File: src/rtl/peripheral_bus.sv
// peripheral_bus: memory-mapped peripheral responder for the single-cycle MIPS core.
// Holds the timer (TH/TL/TCON + IRQ), LEDs, switches, 7-seg digits and the UART
// register file. Reads are combinational; writes land on the next rising edge.
//
// Ports:
//   clk, reset       system clock; asynchronous active-low reset
//   rd, wr           bus read / write strobes
//   addr, wdata      word-aligned byte address, write data
//   rdata            read data (0 when rd=0 or address unmapped)
//   led, switch      LED register out, slide switches in
//   digi             7-seg drive {an[3:0], seg[7:0]}
//   irqout           timer interrupt = TCON[1] & TCON[2]
//   tx_data/start    byte + one-cycle launch pulse to the UART transmitter
//   tx_busy          transmitter shifting
//   rx_data/valid    byte + strobe from the UART receiver
module peripheral_bus #(
    parameter logic [31:0] BASE_ADDR = 32'h4000_0000
) (
    input  logic        clk,
    input  logic        reset,
    input  logic        rd,
    input  logic        wr,
    input  logic [31:0] addr,
    input  logic [31:0] wdata,
    output logic [31:0] rdata,
    output logic [7:0]  led,
    input  logic [7:0]  switch,
    output logic [11:0] digi,
    output logic        irqout,
    output logic [7:0]  tx_data,
    output logic        tx_start,
    input  logic        tx_busy,
    input  logic [7:0]  rx_data,
    input  logic        rx_valid
);

    localparam logic [31:0] A_TH    = BASE_ADDR + 32'h00;
    localparam logic [31:0] A_TL    = BASE_ADDR + 32'h04;
    localparam logic [31:0] A_TCON  = BASE_ADDR + 32'h08;
    localparam logic [31:0] A_LED   = BASE_ADDR + 32'h0C;
    localparam logic [31:0] A_SW    = BASE_ADDR + 32'h10;
    localparam logic [31:0] A_DIGI  = BASE_ADDR + 32'h14;
    localparam logic [31:0] A_RXD0  = BASE_ADDR + 32'h18;
    localparam logic [31:0] A_RXD1  = BASE_ADDR + 32'h1C;
    localparam logic [31:0] A_USTAT = BASE_ADDR + 32'h20;
    localparam logic [31:0] A_TXD   = BASE_ADDR + 32'h24;
    localparam logic [31:0] A_UCON  = BASE_ADDR + 32'h28;

    logic [31:0] th, tl;
    logic [2:0]  tcon;
    logic [7:0]  rxd0, rxd1, txd;
    logic        ucon, pair, ovr, rx_ptr;

    // Write enables (full address compare)
    logic we_th, we_tl, we_tcon, we_led, we_digi, we_txd, we_ucon;
    assign we_th   = wr && (addr == A_TH);
    assign we_tl   = wr && (addr == A_TL);
    assign we_tcon = wr && (addr == A_TCON);
    assign we_led  = wr && (addr == A_LED);
    assign we_digi = wr && (addr == A_DIGI);
    assign we_txd  = wr && (addr == A_TXD);
    assign we_ucon = wr && (addr == A_UCON);

    // A status read is also the clear-on-read strobe for pair/ovr.
    logic ustat_rd;
    assign ustat_rd = rd && (addr == A_USTAT);

    // Timer overflow this cycle, and whether it raises the IRQ status bit.
    logic ovf, irq_set;
    assign ovf     = tcon[0] && (tl == 32'hFFFF_FFFF);
    assign irq_set = ovf && tcon[1];

    // Pair flag as seen by an arriving byte: a same-cycle status read clears first.
    logic pair_eff;
    assign pair_eff = pair && !ustat_rd;

    always_ff @(posedge clk or negedge reset) begin
        if (!reset) begin
            th       <= '0;
            tl       <= '0;
            tcon     <= '0;
            led      <= '0;
            digi     <= '0;
            rxd0     <= '0;
            rxd1     <= '0;
            txd      <= '0;
            ucon     <= 1'b0;
            pair     <= 1'b0;
            ovr      <= 1'b0;
            rx_ptr   <= 1'b0;
            tx_start <= 1'b0;
        end else begin
            // Timer: a software TL write beats the count/reload.
            if (we_th) th <= wdata;
            if (we_tl)            tl <= wdata;
            else if (ovf)         tl <= th;
            else if (tcon[0])     tl <= tl + 32'd1;
            // Hardware set of the IRQ status bit is never lost to a write.
            if (we_tcon)          tcon <= {wdata[2] | irq_set, wdata[1:0]};
            else if (irq_set)     tcon[2] <= 1'b1;

            if (we_led)  led  <= wdata[7:0];
            if (we_digi) digi <= wdata[11:0];
            if (we_txd)  txd  <= wdata[7:0];
            if (we_ucon) ucon <= wdata[0];

            // Launch only on a 0->1 UCON write while the transmitter is idle.
            tx_start <= we_ucon && wdata[0] && !ucon && !tx_busy;

            // UART RX pairing; later assignments override the read-clear.
            if (ustat_rd) begin
                pair <= 1'b0;
                ovr  <= 1'b0;
            end
            if (rx_valid) begin
                if (pair_eff) begin
                    ovr <= 1'b1;
                end else if (!rx_ptr) begin
                    rxd0   <= rx_data;
                    rx_ptr <= 1'b1;
                end else begin
                    rxd1   <= rx_data;
                    rx_ptr <= 1'b0;
                    pair   <= 1'b1;
                end
            end
        end
    end

    assign irqout  = tcon[1] & tcon[2];
    assign tx_data = txd;

    always_comb begin
        rdata = '0;
        if (rd) begin
            case (addr)
                A_TH:    rdata = th;
                A_TL:    rdata = tl;
                A_TCON:  rdata = {29'd0, tcon};
                A_LED:   rdata = {24'd0, led};
                A_SW:    rdata = {24'd0, switch};
                A_DIGI:  rdata = {20'd0, digi};
                A_RXD0:  rdata = {24'd0, rxd0};
                A_RXD1:  rdata = {24'd0, rxd1};
                A_USTAT: rdata = {29'd0, tx_busy, ovr, pair};
                A_TXD:   rdata = {24'd0, txd};
                A_UCON:  rdata = {31'd0, ucon};
                default: rdata = '0;
            endcase
        end
    end

endmodule

File: config.mk
export PLATFORM = sky130hd
export DESIGN_NAME = peripheral_bus
export DESIGN_NICKNAME = d
export VERILOG_FILES = /design/src/rtl/peripheral_bus.sv
export SDC_FILE = /design/constraint.sdc
export NUM_CORES = 1
export LEC_CHECK = 0
export ABC_AREA = 0
export BUFFER_PORTS_ARGS = -buffer_cell sky130_fd_sc_hd__buf_2
export CAP_MARGIN = 30
export CORE_MARGIN = 2
export CORE_UTILIZATION = 45
export DETAILED_ROUTE_END_ITERATION = 16
export PLACE_DENSITY = 0.73
export SETUP_SLACK_MARGIN = 0.05
export SLEW_MARGIN = 0
export SYNTH_ARGS = -nofsm -noshare
export SYNTH_HDL_FRONTEND = slang
export SYNTH_SLANG_ARGS = --single-unit
File: constraint.sdc
create_clock -name clk -period 2.15 [get_ports clk]
set_clock_uncertainty 0.15 [all_clocks]
set_input_delay 0.1075 -clock clk [delete_from_list [all_inputs] [get_ports clk]]
set_output_delay 0.1075 -clock clk [all_outputs]
set_load 0.05 [all_outputs]
==> results.py, run 1 <==
metrics = {
    "detailed_routing": {
        "wl_um": 25780,
        "via_count": 7274,
        "drc": 0,
        "vias_per_cell": 6.067,
        "route.detailed.wl_per_inst_um": 21.50,
        "ant_nets": 0,
        "firstDrtPassIters": 6,
        "drtIter0Drc": 731,
    },
    "worst_setup_path": {
        "reg2reg_from": "tl[14]$_DFFE_PN0P_",
        "crit_path_max_fanout": 4,
        "cp-start-kind": "register",
        "r2r_end": "tl[15]$_DFFE_PN0P_",
        "crit_chain": "nand2_1 -> or4_4 -> or3_4 -> a221o_1 -> o21ai_1",
        "cp_slowest_cell": "or4_4",
        "cp.required_ns": 2.35,
        "r2r_setup_slack_ns": -0.05,
        "critical-path-max-stage-delay_ns": 0.60,
        "crit_type": "reg2reg",
        "r2r_cells": 5,
        "critPathCaptureType": "register",
        "arrival_ns": 2.41,
    },
    "place": {
        "dp.cells": 1083,
        "routabilityCongestion": 0.9249,
        "dp_hpwl_um": 15790,
        "place_area_sq_um": 8882,
        "portBuffers": 147,
    },
    "clock_network": {
        "clkLatencyLatePin_ns": 0.43,
        "clk_path_buf_depth": 2,
        "htreeDepth": 4,
        "cts-root-buf": "clkbuf_16",
        "clock_sinks": 116,
        "cts-buffers-inserted": 17,
        "cts_tree": "done",
        "clk_pin_slew_worst_paths_ns": 0.05,
    },
    "timing": {
        "hold_viol": 0,
        "setup_ws_ns": -0.05282,
        "hold_ws_ns": 0.04326,
        "max_freq_mhz": 454.0,
        "fin_crit_ns": 2.203,
        "setup_violations": 7,
        "post-route-period-util_pct": 102.5,
        "max_slew.worst_pin.slew_ns": 0.5221,
        "maxSlewViolCount": 0,
        "rsz0062_at_grt": "yes",
        "setup_tns_ns": -0.06874,
        "slew-limit-headroom_pct": 65.19,
    },
    "die": {
        "num_rows": 45,
        "start_util_pct": 45.79,
        "die_area_sq_um": 16360,
        "io_pins": 148,
        "fp.dieW_um": 127.9,
        "die_y_um": 127.9,
        "core_area_sq_um": 15090,
    },
    "synth": {
        "synth_area_leaders": "dfrtp_1 42%, mux2_2 14%, mux2i_1 3.6%",
        "yosysTopAreaCell": "dfrtp_1",
        "ys_seq_elements": 116,
        "ys_types": 62,
        "synth_area_per_cell_sq_um": 10.03,
        "netlist_area_sq_um": 6909,
        "ys_seq_area_share_pct": 42.01,
        "netlist_instances": 689,
        "synth.yosys.warnings": 0,
        "synth_common_cells": "116 x dfrtp_1, 86 x mux2_2, 58 x nand2_1",
        "async_flop_share_pct": 100.0,
        "synth_top_area_share_pct": 42.01,
        "synth_flop_cell": "dfrtp_1",
        "yosysMostFrequentCell": "dfrtp_1",
        "synth-edff-count": 0,
        "syn_nets": 776,
    },
    "global_route": {
        "grt_overflow": 0,
        "first_global_vias": 7245,
        "antenna_found_initial": 0,
        "grt_pass1_wl_um": 37580,
        "grt_use_total_pct": 29.44,
        "grt_max_degree": 45,
    },
    "flow_run": {
        "maxCapViolCount": 0,
    },
    "finish": {
        "multiInputGateArea_sq_um": 4415,
        "syn2layout_area_growth_pct": 60.05,
        "fin_area_sq_um": 11060,
        "register_area_sq_um": 2907,
        "diodes": 0,
        "finalNetCount": 1085,
        "stdcell_count": 1199,
        "finish.utilization_pct": 73.28,
        "fillers": 1026,
        "drive_gt1_share_pct": 52.03,
    },
    "pwr": {
        "vdd_drop_max_uv": 610.7,
        "powerDensity_nw_per_um2": 540.0,
        "p_leak_nw": 4.906,
    },
    "outcome": {
        "violations": "negative setup slack",
        "status": "complete, but fails checks",
    },
    "worst_hold_path": {
        "hold_path_class": "in2async",
    },
}
==> flip-flops by register name, summed over array words and instances (netlist names) <==
name	flops
rxd0	8
led	8
tcon	3
tx_data	8
rxd1	8
rx_ptr	1
ucon	1
digi	12
ovr	1
tl	32
tx_start	1
pair	1
th	32
==> timing repair <==
item | 4_1_cts | 5_1_grt
setup buffers | 9 | 20
cloned | 4 | 5
endpoints found under the setup margin | 55 | 57
hold buffers | 46 | 0
pin swaps | 19 | 43
resized for setup | 88 | 80
hold endpoints to repair | 232 | 0
==> critical path: cells and delay by family, from the launching register on <==
family | cells | cell delay, ns
flops | 1 | 0.39
simple gates | 3 | 1.13
compound gates | 2 | 0.47
==> area by class of cell <==
| cell class | count | share of cell area [%] |
|---|---|---|
| well taps | 188 | 2.127 |
| clock inverters | 12 | 1.392 |
| repair buffers | 337 | 25.76 |
| inverters | 11 | 0.3734 |
| clock buffers | 20 | 4.130 |
| multi-input cells | 515 | 39.93 |
| flip-flops and latches | 116 | 26.28 |
==> where the power goes <==
group          total [mW]  internal (mW)  switching, mW
clock network        2.95           1.88           1.07
logic               0.598          0.335          0.263
registers            2.42           2.34         0.0842
total                5.97           4.55           1.42
==> how the worst max path moves through the flow <==
| stage | start | to | slack [ns] |
|---|---|---|---|
| global route | tl[14]$_DFFE_PN0P_ | tl[14]$_DFFE_PN0P_ | -0.12 |
| CTS | tl[4]$_DFFE_PN0P_ | tl[15]$_DFFE_PN0P_ | 0.004 |
| global placement | addr[9] | rxd1[5]$_DFFE_PN0P_ | -0.19 |
| floorplan | addr[9] | rdata[15] | -0.13 |
| finish | tl[14]$_DFFE_PN0P_ | tl[15]$_DFFE_PN0P_ | -0.05 |
| detailed placement | addr[9] | rxd1[2]$_DFFE_PN0P_ | -0.25 |
==> cell families (layout without fill, tap and decap cells) <==
group / count (synthesis) / after routing / synth area share, %
xor gates and xnor gates: 3 / 3 / 0.3804
DFF: 116 / 116 / 42.01
and+or+nand+nor: 249 / 250 / 20.19
muxes: 117 / 117 / 19.27
buffers and inverters: 59 / 380 / 3.531
adders and majority gates: 1 / 1 / 0.1811
AOI/OAI and AO/OA: 144 / 144 / 14.43
==> per-stage QoR <==
step                total power, mW  worst slack (ns)
finish                        5.972          -0.05282
global placement              2.932           -0.1908
CTS                           5.970          0.004223
floorplan                     2.703           -0.1310
detailed placement            2.954           -0.2499
global route                  6.177           -0.1192
==> cell usage in the layout (no fill, tap or decap), types with 7 or more instances in the layout <==
master,Yosys,routed
a21oi_1,23,17
a22oi_2,0,17
and4_1,7,7
buf_12,0,12
buf_2,15,112
buf_4,1,111
buf_6,0,41
buf_8,0,8
clkbuf_16,0,19
dfrtp_1,116,113
dlygate4sd3_1,0,46
inv_1,11,11
mux2_2,86,84
mux2i_1,25,24
nand2_1,58,57
nand3_1,23,18
nand4_1,13,13
nor2_1,50,25
nor2_2,0,9
nor2_4,0,16
nor2b_1,8,8
nor3_1,21,15
nor4_2,5,9
nor4_4,3,10
o21ai_0,28,21
o21ai_1,4,10
o31ai_1,10,10
==> routing by layer <==
| metal | GRT usage (%) | up-vias | part of all wire (%) |
|---|---|---|---|
| met2 | 50.33 | 414 | 50 |
| li1 | - | 3234 | - |
| met5 | 0 | - | 0 |
| met3 | 7.429 | 76 | 7.7 |
| met1 | 36.76 | 3550 | 39 |
| met4 | 9.179 | 0 | 2.8 |
(Power assumes the default switching activity.)
==> run 2: changes to the inputs <==
- CORE_UTILIZATION: 45 -> 43
- PLACE_DENSITY: 0.73 -> 0.7
==> run 2 against run 1 <==
The flow still finishes with violations (negative setup slack). Register-to-register slack improved by 0.04 ns. Combinational power about the same. Count of clock-buffer cells in the layout decreased by 2. Sequential power about the same. First-iteration DRC count decreased by 22%. Global-route usage decreased by 0.67 points. Die area increased by 4.5%. Clock power about the same. Sequential share of layout area increased by 0.24 points. Design area decreased by 0.92%. Largest cell class unchanged.
==> results.py, run 2 (synthesis gave the netlist of run 1 again) <==
metrics = {
    "global_route": {
        "grt_overflow": 0,
        "grt_use_total_pct": 28.78,
        "antenna_found_initial": 0,
        "grt_pass1_wl_um": 37660,
        "grt_max_degree": 37,
        "first_global_vias": 7241,
    },
    "timing": {
        "setup_violations": 1,
        "rsz0062_at_grt": "yes",
        "hold_viol": 0,
        "setup_ws_ns": -0.01503,
        "maxSlewViolCount": 0,
        "max_freq_mhz": 461.9,
        "slew-limit-headroom_pct": 67.65,
        "fin_crit_ns": 2.165,
        "max_slew.worst_pin.slew_ns": 0.4853,
        "post-route-period-util_pct": 100.7,
    },
    "pwr": {
        "vdd_drop_max_uv": 784.7,
        "p_total_mw": 5.951,
        "p_leak_nw": 4.833,
        "powerDensity_nw_per_um2": 543.2,
    },
    "die": {
        "io_pins": 148,
        "num_rows": 46,
        "die_area_sq_um": 17100,
        "fp.dieW_um": 130.8,
        "start_util_pct": 43.81,
        "die_y_um": 130.8,
        "core_area_sq_um": 15770,
    },
    "worst_setup_path": {
        "cp-start-kind": "register",
        "critPathCaptureType": "register",
        "r2r_end": "tl[26]$_DFFE_PN0P_",
        "crit_type": "reg2reg",
        "crit_path_max_fanout": 6,
        "arrival_ns": 2.36,
        "r2r_cells": 6,
        "cp.required_ns": 2.35,
        "reg2reg_from": "tl[12]$_DFFE_PN0P_",
        "r2r_setup_slack_ns": -0.02,
    },
    "worst_hold_path": {
        "hold_path_class": "in2async",
    },
    "outcome": {
        "violations": "negative setup slack",
        "status": "complete, but fails checks",
    },
    "finish": {
        "fin_area_sq_um": 10960,
        "fillers": 1172,
        "largestRegisters": "th x32, tl x32, digi x12",
        "finalNetCount": 1080,
        "syn2layout_area_growth_pct": 58.58,
        "drive_gt1_share_pct": 51.59,
        "diodes": 0,
        "layout_common_cells": "113 x dfrtp_1, 113 x buf_4, 107 x buf_2",
    },
    "clock_network": {
        "htreeDepth": 4,
        "clk_path_buf_depth": 2,
        "clkLatencyLatePin_ns": 0.43,
        "cts-root-buf": "clkbuf_16",
        "clk_pin_slew_worst_paths_ns": 0.06,
        "clock_sinks": 116,
        "cts_tree": "done",
        "cts-buffers-inserted": 17,
    },
    "detailed_routing": {
        "via_count": 7076,
        "wl_um": 24860,
        "drc": 0,
        "route.detailed.wl_per_inst_um": 20.35,
        "firstDrtPassIters": 5,
        "ant_nets": 0,
        "drtIter0Drc": 568,
        "vias_per_cell": 5.791,
    },
    "flow_run": {
        "maxCapViolCount": 0,
    },
    "place": {
        "place_area_sq_um": 8920,
        "portBuffers": 147,
        "dp_hpwl_um": 15970,
        "routabilityCongestion": 0.9270,
    },
}
## run 2: cell count changes in the layout (fill, tap and decap cells not counted), moves of 5 or more
cell	delta
buf_2	-5
nor2_2	+5
nor2_4	-5
nor4_2	-5
## run 2: final cells by class
type / instances / area, sq um / area share, %
inverters: 11 / 41.29 / 0.3768
well taps: 216 / 270.3 / 2.467
multi-input cells: 515 / 4383 / 40.00
clock buffers: 18 / 429.2 / 3.917
clock inverters: 14 / 177.7 / 1.622
repair buffers: 332 / 2749 / 25.09
flip-flops and latches: 116 / 2907 / 26.53
## run 2: stage by stage
stage	util [%]	setup TNS, ns	hold WS (ns)	instances	setup WS (ns)
2_1_floorplan	-	-1.770	-0.3381	689	-0.1310
3_3_place_gp	56.56	-3.786	-0.05997	1113	-0.1910
3_5_place_dp	56.56	-4.999	-0.05887	1113	-0.2374
4_1_cts	66.26	0	0.04699	1208	0.02549
5_1_grt	69.48	-0.8188	0.05906	1222	-0.07038
6_report	69.48	-0.01503	0.03347	1222	-0.01503
## run 2: where the power goes
group | internal (mW) | leakage (nW) | total [mW] | switching (mW)
clock network | 1.83 | 0.284 | 2.94 | 1.10
registers | 2.34 | 1.47 | 2.42 | 0.0820
logic | 0.343 | 3.08 | 0.596 | 0.254
total | 4.51 | 4.83 | 5.95 | 1.44
## run 2: timing repair
action	4_1_cts	5_1_grt
hold endpoints to repair	232	0
buffers inserted	14	11
gates resized for setup	73	97
gates cloned	3	3
setup endpoints to repair	55	78
pin swaps	14	37
hold buffers	46	0
## run 2: routing by layer
metal	part of all wire (%)	GRT usage [%]	vias to the layer above
li1	-	-	3216
met1	40	35.94	3479
met2	49	47.95	322
met3	8.1	8.062	59
met4	3.0	10.39	0
met5	0	0	-
## run 2: how the worst max path moves through the flow
stage                        from             endpoint  slack [ns]  cells after the start
3_3_place_gp             addr[26]  rxd0[6]$_DFFE_PN0P_       -0.19                      6
5_1_grt        tl[12]$_DFFE_PN0P_   tl[26]$_DFFE_PN0P_       -0.07                      6
4_1_cts                  addr[20]             rdata[8]        0.03                      9
2_1_floorplan             addr[9]            rdata[15]       -0.13                      7
3_5_place_dp              addr[9]  rxd0[6]$_DFFE_PN0P_       -0.24                      6
6_report       tl[12]$_DFFE_PN0P_   tl[26]$_DFFE_PN0P_       -0.02                      6
## run 2: worst max-delay path, cell delays in order, from the launching register on
cell,delay [ns]
dfrtp_1,0.40
nand4_4,0.14
or4_4,0.54
buf_6,0.16
nor4_4,0.31
o21ai_0,0.18
o21ai_2,0.20
